--- src/rtl/exe_mem_pipe_reg.sv ---
// EXE->MEM pipeline register with valid bit, flush/stall handling and a circular store history
// with word-address lookup for store-to-load forwarding. Optional macro: SB_BYPASS_EN.

`ifndef MEM_NOP_OP
`define MEM_NOP_OP 4'h0
`endif
`ifndef MEM_SW_OP
`define MEM_SW_OP 4'h2
`endif

module exe_mem_pipe_reg #(
  parameter int unsigned XLEN     = 32,
  parameter int unsigned REG_AW   = 5,
  parameter int unsigned MOP_W    = 4,
  parameter int unsigned SB_DEPTH = 4
) (
  input  logic                        clk,
  input  logic                        rst,
  input  logic                        exe_valid,
  input  logic [XLEN-1:0]             exe_pc,
  input  logic                        exe_we,
  input  logic [REG_AW-1:0]           exe_write_reg,
  input  logic [XLEN-1:0]             exe_write_data,
  input  logic [MOP_W-1:0]            exe_mem_op,
  input  logic [XLEN-1:0]             exe_mem_addr,
  input  logic [XLEN-1:0]             exe_mem_data,
  input  logic                        stall,
  input  logic                        flush,
  output logic                        mem_valid,
  output logic [XLEN-1:0]             mem_pc,
  output logic                        mem_we,
  output logic [REG_AW-1:0]           mem_write_reg,
  output logic [XLEN-1:0]             mem_write_data,
  output logic [MOP_W-1:0]            mem_mem_op,
  output logic [XLEN-1:0]             mem_mem_addr,
  output logic [XLEN-1:0]             mem_mem_data,
  input  logic [XLEN-1:0]             lookup_addr,
  output logic                        lookup_hit,
  output logic [XLEN-1:0]             lookup_data,
  output logic [$clog2(SB_DEPTH):0]   sb_count,
  output logic [XLEN-1:0]             last_store_addr,
  output logic [XLEN-1:0]             last_store_data
);

  localparam int unsigned PtrW = $clog2(SB_DEPTH);
  localparam int unsigned CntW = PtrW + 1;

  // History keeps only the word address; byte offset never takes part in matching.
  logic [SB_DEPTH-1:0] sb_valid_q;
  logic [XLEN-3:0]     sb_addr_q [SB_DEPTH];
  logic [XLEN-1:0]     sb_data_q [SB_DEPTH];
  logic [PtrW-1:0]     wr_ptr_q;

  logic is_store;
  logic capture;
  logic unused_lookup_lsb;

  assign is_store          = exe_valid && (exe_mem_op == MOP_W'(`MEM_SW_OP));
  assign capture           = rst && !flush && !stall && is_store;
  assign unused_lookup_lsb = ^lookup_addr[1:0];

  always_ff @(posedge clk) begin
    if (!rst) begin
      mem_valid       <= 1'b0;
      mem_pc          <= '0;
      mem_we          <= 1'b0;
      mem_write_reg   <= '0;
      mem_write_data  <= '0;
      mem_mem_op      <= MOP_W'(`MEM_NOP_OP);
      mem_mem_addr    <= '0;
      mem_mem_data    <= '0;
      sb_valid_q      <= '0;
      wr_ptr_q        <= '0;
      sb_count        <= '0;
      last_store_addr <= '0;
      last_store_data <= '0;
      for (int i = 0; i < SB_DEPTH; i++) begin
        sb_addr_q[i] <= '0;
        sb_data_q[i] <= '0;
      end
    end else if (flush) begin
      mem_valid      <= 1'b0;
      mem_pc         <= '0;
      mem_we         <= 1'b0;
      mem_write_reg  <= '0;
      mem_write_data <= '0;
      mem_mem_op     <= MOP_W'(`MEM_NOP_OP);
      mem_mem_addr   <= '0;
      mem_mem_data   <= '0;
    end else if (!stall) begin
      mem_valid <= exe_valid;
      if (exe_valid) begin
        mem_pc         <= exe_pc;
        mem_we         <= exe_we;
        mem_write_reg  <= exe_write_reg;
        mem_write_data <= exe_write_data;
        mem_mem_op     <= exe_mem_op;
        mem_mem_addr   <= exe_mem_addr;
        mem_mem_data   <= exe_mem_data;
      end else begin
        mem_pc         <= '0;
        mem_we         <= 1'b0;
        mem_write_reg  <= '0;
        mem_write_data <= '0;
        mem_mem_op     <= MOP_W'(`MEM_NOP_OP);
        mem_mem_addr   <= '0;
        mem_mem_data   <= '0;
      end
      if (is_store) begin
        sb_valid_q[wr_ptr_q] <= 1'b1;
        sb_addr_q[wr_ptr_q]  <= exe_mem_addr[XLEN-1:2];
        sb_data_q[wr_ptr_q]  <= exe_mem_data;
        wr_ptr_q             <= wr_ptr_q + 1'b1;
        if (sb_count != CntW'(SB_DEPTH)) sb_count <= sb_count + 1'b1;
        last_store_addr      <= exe_mem_addr;
        last_store_data      <= exe_mem_data;
      end
    end
  end

  // Walk from oldest to newest so later (newer) matches override earlier ones.
  logic [PtrW-1:0] idx;
  always_comb begin
    lookup_hit  = 1'b0;
    lookup_data = '0;
    idx         = '0;
    for (int age = SB_DEPTH; age >= 1; age--) begin
      idx = wr_ptr_q - PtrW'(age);
      if (sb_valid_q[idx] && (sb_addr_q[idx] == lookup_addr[XLEN-1:2])) begin
        lookup_hit  = 1'b1;
        lookup_data = sb_data_q[idx];
      end
    end
`ifdef SB_BYPASS_EN
    if (capture && (exe_mem_addr[XLEN-1:2] == lookup_addr[XLEN-1:2])) begin
      lookup_hit  = 1'b1;
      lookup_data = exe_mem_data;
    end
`endif
  end

`ifndef SB_BYPASS_EN
  logic unused_capture;
  assign unused_capture = capture;
`endif

endmodule

--- config.mk ---
export PLATFORM = sky130hd
export DESIGN_NAME = exe_mem_pipe_reg
export DESIGN_NICKNAME = d
export VERILOG_FILES = /design/src/rtl/exe_mem_pipe_reg.sv
export SDC_FILE = /design/constraint.sdc
export NUM_CORES = 1
export LEC_CHECK = 0
export ABC_AREA = 0
export CORE_MARGIN = 2
export CORE_UTILIZATION = 46
export DETAILED_ROUTE_END_ITERATION = 7
export PLACE_DENSITY = 0.71
export SLEW_MARGIN = 0
export SYNTH_ARGS = -nofsm -noshare
export SYNTH_HDL_FRONTEND = slang
export SYNTH_SLANG_ARGS = --single-unit
--- constraint.sdc ---
create_clock -name clk -period 6.6 [get_ports clk]
set_input_delay 1.32 -clock clk [delete_from_list [all_inputs] [get_ports clk]]
set_output_delay 1.32 -clock clk [all_outputs]
set_load 0.01 [all_outputs]
* Word-level counts from Yosys, hierarchy flattened
Memory sizes are Yosys's and may differ from the RTL's. A register that Yosys moved wholly into a read port is not among the register bits.
Index checks and enable logic that the tools add are counted.
** Storage, ports and cells
- Register bits :: 212
- Bits in latches :: 0
- Bits in writable memories :: 248
- Bits in read-only memories :: 0
- Input bits :: 175
- Output and inout bits :: 239
- Word-level logic and storage cells :: 87
- Memories :: 2
** Memories
- sb_data_q :: depth 4, width 32, read ports 4, clocked after Yosys merged registers in 1, write ports 4, line 51 : logic [XLEN-1:0] sb_data_q [SB_DEPTH];
- sb_addr_q :: depth 4, width 30, read ports 4, clocked after Yosys merged registers in 1, write ports 4, line 50 : logic [XLEN-3:0] sb_addr_q [SB_DEPTH];
** Cells by class
- Add/subtract/negate cells :: 5
- Multipliers :: 0
- Div/mod/pow operators :: 0
- $lt $le $gt $ge :: 5
- Equal/unequal tests :: 6
- Shift-type cells :: 0
- Mux-type cells :: 41
- Bitwise logic cells :: 4
- Reduce and logical (&&, ||, !) cells :: 11
** Operators with widths (count)
- two-way mux 32 bit :: 9
- equality test 30 bit :: 4
- OR reduction 32 bit :: 1
- two-way mux 30 bit :: 1
- OR reduction 30 bit :: 1
- two-way mux 1 bit :: 18
- < comparator 2 x 3 -> 1 bit, second input constant :: 4
- two-way mux 2 bit :: 6
- binary-select mux 1 bit (select 2 bit) :: 4
- logical AND 1 bit :: 6
- two-way mux 5 bit :: 1
- equality test 4 x 2 -> 1 bit, second input constant :: 1
- two-way mux 4 bit :: 1
- bitwise OR 4 bit :: 1
- AND reduction 4 bit :: 1
- subtractor 2 bit, second input constant :: 2
- adder 3 x 1 -> 3 bit, second input constant :: 1
- inequality test 3 bit, second input constant :: 1
- inverter 1 bit :: 3
- AND reduction 3 bit :: 1
- adder 2 x 1 -> 2 bit, second input constant :: 1
- demux 1 bit (select 2 bit) :: 1
- greater-or-equal comparator 2 x 1 -> 1 bit, second input constant :: 1
- OR reduction 2 bit :: 1
- subtractor 2 x 1 -> 2 bit, second input constant :: 1

* Depth between registers and ports, before layout
- Depth after elaboration :: 9
- Gate-level depth with buffers :: 20
- Depth with buffers taken out :: 10

* Least setup slack after synthesis
Ideal clock, no wire load.
- Path kind :: reg-to-output
- From :: register wr_ptr_q[0]
- To :: output port lookup_data[12]
- Arrival time :: 3.901 ns
- Required time :: 5.280 ns
- Slack :: 1.379 ns
- Cell stages (with the launch flop) :: 17
- Buffers on the path :: 7
- Cells stage by stage :: dfxtp_1 > buf_6 > buf_6 > buf_6 > buf_6 > inv_1 > ha_1 > buf_4 > buf_4 > mux4_2 > xor2_1 > nor4_1 > o2111a_2 > buf_6 > mux2_1 > a221oi_1 > a21oi_1
** Between the ends
- Elaborated cells on any way between the ends :: 24
- Those cells by class :: add/sub: 3; eq/ne: 3; mux: 12; reduce/logical: 4; memory: 2
** RTL lines
- start, declared :: line 52 : logic [PtrW-1:0] wr_ptr_q;
- start signal, assigned :: line 113 : wr_ptr_q <= wr_ptr_q + 1'b1;
- subtractor 2 x 1 -> 2 bit (*) :: line 128 : idx = wr_ptr_q - PtrW'(age);
- net idx[0] :: line 122 : logic [PtrW-1:0] idx;
- memory read (4 x 30 bit) or binary-select mux 1 bit (select 2 bit) (tied branches)
- equality test 30 bit or two-way mux 1 bit (tied branches) :: line 129 : if (sb_valid_q[idx] && (sb_addr_q[idx] == lookup_addr[XLEN-1:2])) begin
- logical AND 1 bit :: line 129
- two-way mux 32 bit (*) :: line 129
- end, declared :: line 39 : output logic [XLEN-1:0] lookup_data,
The timed path passes the listed nets; every way through them passes the cells marked *. The select of a mux whose other input is x is not followed.

* Final worst setup path
- From :: register wr_ptr_q[0]
- To :: output port lookup_data[31]
The elaborated chain is that of the path after synthesis.

==> impl_metrics.csv <==
group,metric,value,unit
status,run_status,"finished, final reports clean",
drt,wl_met3,7.086,mm
global_route,grt_pass1_vias,19520,
cts,path_clk_slew,0.06,ns
placement,placed_cells_incl_taps,3101,
drt,top_layer_used,"met4",
placement,detailed_place.area,0.02938,mm²
synth,synth_cell_types,63,
synth,synth_top_area_cell,"sky130_fd_sc_hd__edfxtp_1",
setup_path,crit-reg2reg-launch,"wr_ptr_q[1]$_SDFFE_PN0P_",
drt,detail_route.iter0.violations,1730,
sta,timing.clock.skew,0.01399,ns
synth,synthesis.nets,2339,
die,floorplan.die.width,236.5,µm
cells_and_area,largest_reg_flops,128,
setup_path,worst_ep_required_time,5.28,ns
synth,yosys_warnings,0,
drt,wl_per_cell,26.60,µm
power_and_ir_drop,post-layout-total-power,6.680,mW
setup_path,reg2reg_slack,3.84,ns
power_and_ir_drop,vdd.ir_drop.worst,0.1793,mV
placement,pre_cts_slack,0.09121,ns
global_route,congestion_overflow_gr,0,
cells_and_area,top_register,"sb_data_q",
synth,most_instantiated_flip_flop_cell_in_the_synthesis_netlist,"sky130_fd_sc_hd__edfxtp_1",
cts,cts_hold_repair.buffers,0,
run,maxCapViolCount,0,
sta,final.min_clock_period,6.485,ns
die,io-pin-count,414,
sta,hold_viol,0,
cts,cts_sinks,462,
drt,via_count,19610,
drt,finalWirelength,85.19,mm
synth,yosysSeqAreaShare,0.4718,
cts,root_buffer,"sky130_fd_sc_hd__clkbuf_16",
sta,sum_neg_setup_slack,0,ns
sta,setup_slack,0.1148,ns
cts,cts_tree,"built",
synth,async_flop_share,0,
synth,mean_cell_area_of_the_mapped_netlist,11.52,µm²
global_route,grt_util_all_layers,0.2974,
global_route,wire_length_of_the_first_global_routing_pass,125.2,mm
cts,worst_skew_late_latency,0.61,ns
cts,cts_made_buffers,52,
setup_path,worst_ep_arrival_time,5.17,ns
drt,vias_per_cell,6.121,
setup_path,critical-path-max-stage-delay,0.62,ns
global_route,antenna_violations_before_repair,5,
setup_path,crit_chain,"inv_1 -> ha_4 -> buf_6 -> mux4_2 -> xnor2_1 -> nand4_1 -> nor4_1 -> and4_4 -> buf_4 -> a221oi_1 -> a21oi_1 -> clkdlybuf4s50_1",
min_path,worst_hold_path.num_cells,1,
sta,timing.final.crit_share,0.9826,
cells_and_area,biggestRegsByFlops,"sb_data_q x128, sb_addr_q x120",
cells_and_area,layoutNonFillerInstCount,3203,
drt,route.detailed.drc,0,
die,die_height,236.5,µm
cells_and_area,design_area,0.03119,mm²
die,core_area,0.05360,mm²
min_path,hold_path.class,"flip-flop to flip-flop",
drt,dr_wl_met2,40.55,mm
setup_path,endpoint_kind,"output port",
drt,drt_pass1_iterations,5,
synth,syn-instance-count,2158,
placement,detailedPlacementHpwl,55.84,mm
cells_and_area,fin_util,0.5819,
min_path,hp-start,"last_store_data[4]$_SDFFE_PN0P_",
synth,yosys-top-cells-area,"sky130_fd_sc_hd__edfxtp_1 30%, sky130_fd_sc_hd__dfxtp_1 17%, sky130_fd_sc_hd__mux4_2 13%, sky130_fd_sc_hd__and2_1 4.8%, sky130_fd_sc_hd__mux2i_1 4.4%",
placement,buffer_ports.inserted,411,
sta,achievable-frequency,0.1542,GHz
die,dieArea,0.05593,mm²
die,initial_utilization,0.4639,
setup_path,worst_setup_path_start,"wr_ptr_q[0]$_SDFFE_PN0P_",
sta,drv_slew,0,
power_and_ir_drop,pwr_density_cell,214.2,mW/mm²
cts,ctsHtreeMaxLevel,2,
cells_and_area,nNetsFinal,2642,
sta,hold_slack,0.4492,ns
global_route,grt_max_degree,143,
die,placementRows,85,
min_path,whs_endpoint,"last_store_data[4]$_SDFFE_PN0P_",
drt,antenna_violating_nets_left,0,
placement,gp_congestion,0.9096,
sta,worst_slew_pin_slew,1.208,ns
synth,synth-seq-cells,462,
synth,number_of_enable_type_register_cells_in_the_synthesized_netlist,248,
synth,synth.top_cell.area_share,0.2995,
setup_path,timing.critical_path.fanout_max,45,
sta,timing.slew.headroom,0.1949,
setup_path,cpMaxStageDelayCell,"sky130_fd_sc_hd__clkdlybuf4s50_1",
cts,cts_buffer_depth,3,
setup_path,regToRegEndpoint,"sb_data_q[3][28]$_DFFE_PP_",
setup_path,critPathLaunchType,"flip-flop",
sta,rsz0062_at_grt,"false",
synth,mappedNetlistArea,0.02487,mm²
setup_path,worstRegToRegCells,4,
setup_path,worstSetupPathType,"flip-flop to output port",
drt,wirelength_met1,34.57,mm
sta,timing.final.setup_violations,0,
cells_and_area,share_of_post_route_cells_with_drive_strength_above_1,0.1418,
power_and_ir_drop,p_leak,11.19,nW
cells_and_area,syn_to_final_growth,25.43,%
-- what timing repair did --
action	4_1_cts	5_1_grt
gates resized for setup	1	5
buffers inserted	1	0
setup endpoints to repair	32	32
pin swaps	1	0
cloned	0	1
-- critical path: cells and delay by family, from the launching register on --
kind	cells	cell delay, ns
fa+ha+maj	1	0.59
simple gates	3	0.92
mux	1	0.39
compound gates	2	0.37
xor+xnor	1	0.44
flops	1	0.42
buf+inv	4	1.40
-- cells by family (layout without fill, tap and decap cells) --
group | Yosys count | count (layout) | share of synthesized area
AND/OR/NAND/NOR | 629 | 629 | 0.1264
adder cells (fa/ha/maj) | 6 | 6 | 0.003019
AO/OA/AOI/OAI | 415 | 415 | 0.1167
XOR/XNOR | 105 | 105 | 0.03698
buffers and inverters | 217 | 562 | 0.04091
other | 0 | 4 | 0
flip-flops | 462 | 462 | 0.4718
multiplexers | 324 | 324 | 0.2042
-- how the worst max path moves through the flow --
| stage | cells past startpoint | endpoint | slack (ns) |
|---|---|---|---|
| detailed placement | 12 | lookup_data[19] | 0.09 |
| CTS | 13 | lookup_data[9] | 0.08 |
| global route | 12 | lookup_data[19] | 0.01 |
| floorplan | 16 | lookup_data[12] | 1.38 |
| finish | 12 | lookup_data[31] | 0.11 |
| global placement | 12 | lookup_data[29] | 0.17 |
-- power by group --
group          switching, mW  internal [mW]
sequential            0.0628           3.10
combinational          0.340          0.278
clock                   1.21           1.69
-- metal layers --
metal,global-route usage,vias to the layer above
li1,-,8639
met4,0.1020,0
met3,0.06587,143
met2,0.4873,942
met1,0.3911,9883
met5,0,-
-- layout by cell type, fill, tap and decap left out, types with 6 or more instances in the layout --
| master | instances |
|---|---|
| sky130_fd_sc_hd__nor2_1 | 190 |
| sky130_fd_sc_hd__a221oi_2 | 9 |
| sky130_fd_sc_hd__mux2i_1 | 109 |
| sky130_fd_sc_hd__xor2_1 | 15 |
| sky130_fd_sc_hd__clkinv_2 | 14 |
| sky130_fd_sc_hd__nand2_1 | 124 |
| sky130_fd_sc_hd__a21o_1 | 62 |
| sky130_fd_sc_hd__a22oi_1 | 98 |
| sky130_fd_sc_hd__clkdlybuf4s50_1 | 408 |
| sky130_fd_sc_hd__o211ai_1 | 7 |
| sky130_fd_sc_hd__clkbuf_16 | 58 |
| sky130_fd_sc_hd__mux2_1 | 27 |
| sky130_fd_sc_hd__nand3_1 | 6 |
| sky130_fd_sc_hd__a21oi_1 | 85 |
| sky130_fd_sc_hd__o22ai_1 | 9 |
| sky130_fd_sc_hd__edfxtp_1 | 248 |
| sky130_fd_sc_hd__nor4_1 | 8 |
| sky130_fd_sc_hd__nand4_1 | 15 |
| sky130_fd_sc_hd__inv_1 | 13 |
| sky130_fd_sc_hd__buf_12 | 6 |
| sky130_fd_sc_hd__and3_1 | 63 |
| sky130_fd_sc_hd__clkbuf_1 | 13 |
| sky130_fd_sc_hd__o21ai_0 | 71 |
| sky130_fd_sc_hd__dfxtp_1 | 210 |
| sky130_fd_sc_hd__nor2b_1 | 8 |
| sky130_fd_sc_hd__and2_1 | 190 |
| sky130_fd_sc_hd__clkbuf_8 | 7 |
| sky130_fd_sc_hd__buf_4 | 31 |
| sky130_fd_sc_hd__mux4_2 | 139 |
| sky130_fd_sc_hd__mux2_2 | 49 |
| sky130_fd_sc_hd__xnor2_1 | 90 |
| sky130_fd_sc_hd__a221oi_1 | 30 |
-- synthesized netlist by cell type, drive strengths merged, types with 3 or more instances --
library cell	count
nor2	191
a21o	62
buf	69
o2111ai	4
mux4	139
nor2b	10
dfxtp	214
clkbuf	134
o22ai	9
nor3	9
a22oi	98
a21oi	90
mux2i	109
o21ai	71
a2bb2oi	3
o211ai	7
and2	190
and3	63
a221oi	39
o2bb2ai	3
edfxtp	248
nand2b	4
ha	6
o221ai	5
a222oi	3
mux2	76
inv	13
nand3	6
nor4	9
xnor2	90
a21boi	3
xor2	15
nand2	125
nand4	15
-- final cells by class --
cell class                 instances  area (µm²)
fill                            4474       22410
multi-input combinational       1479       12230
sequential                       462       11750
timing repair buffer             452        4556
clock buffer                      78        1577
tap                              696       870.8
clock inverter                    18       142.6
inverter                          14       53.80
antenna                            4       10.01
Power figures use the tool's default switching activity.
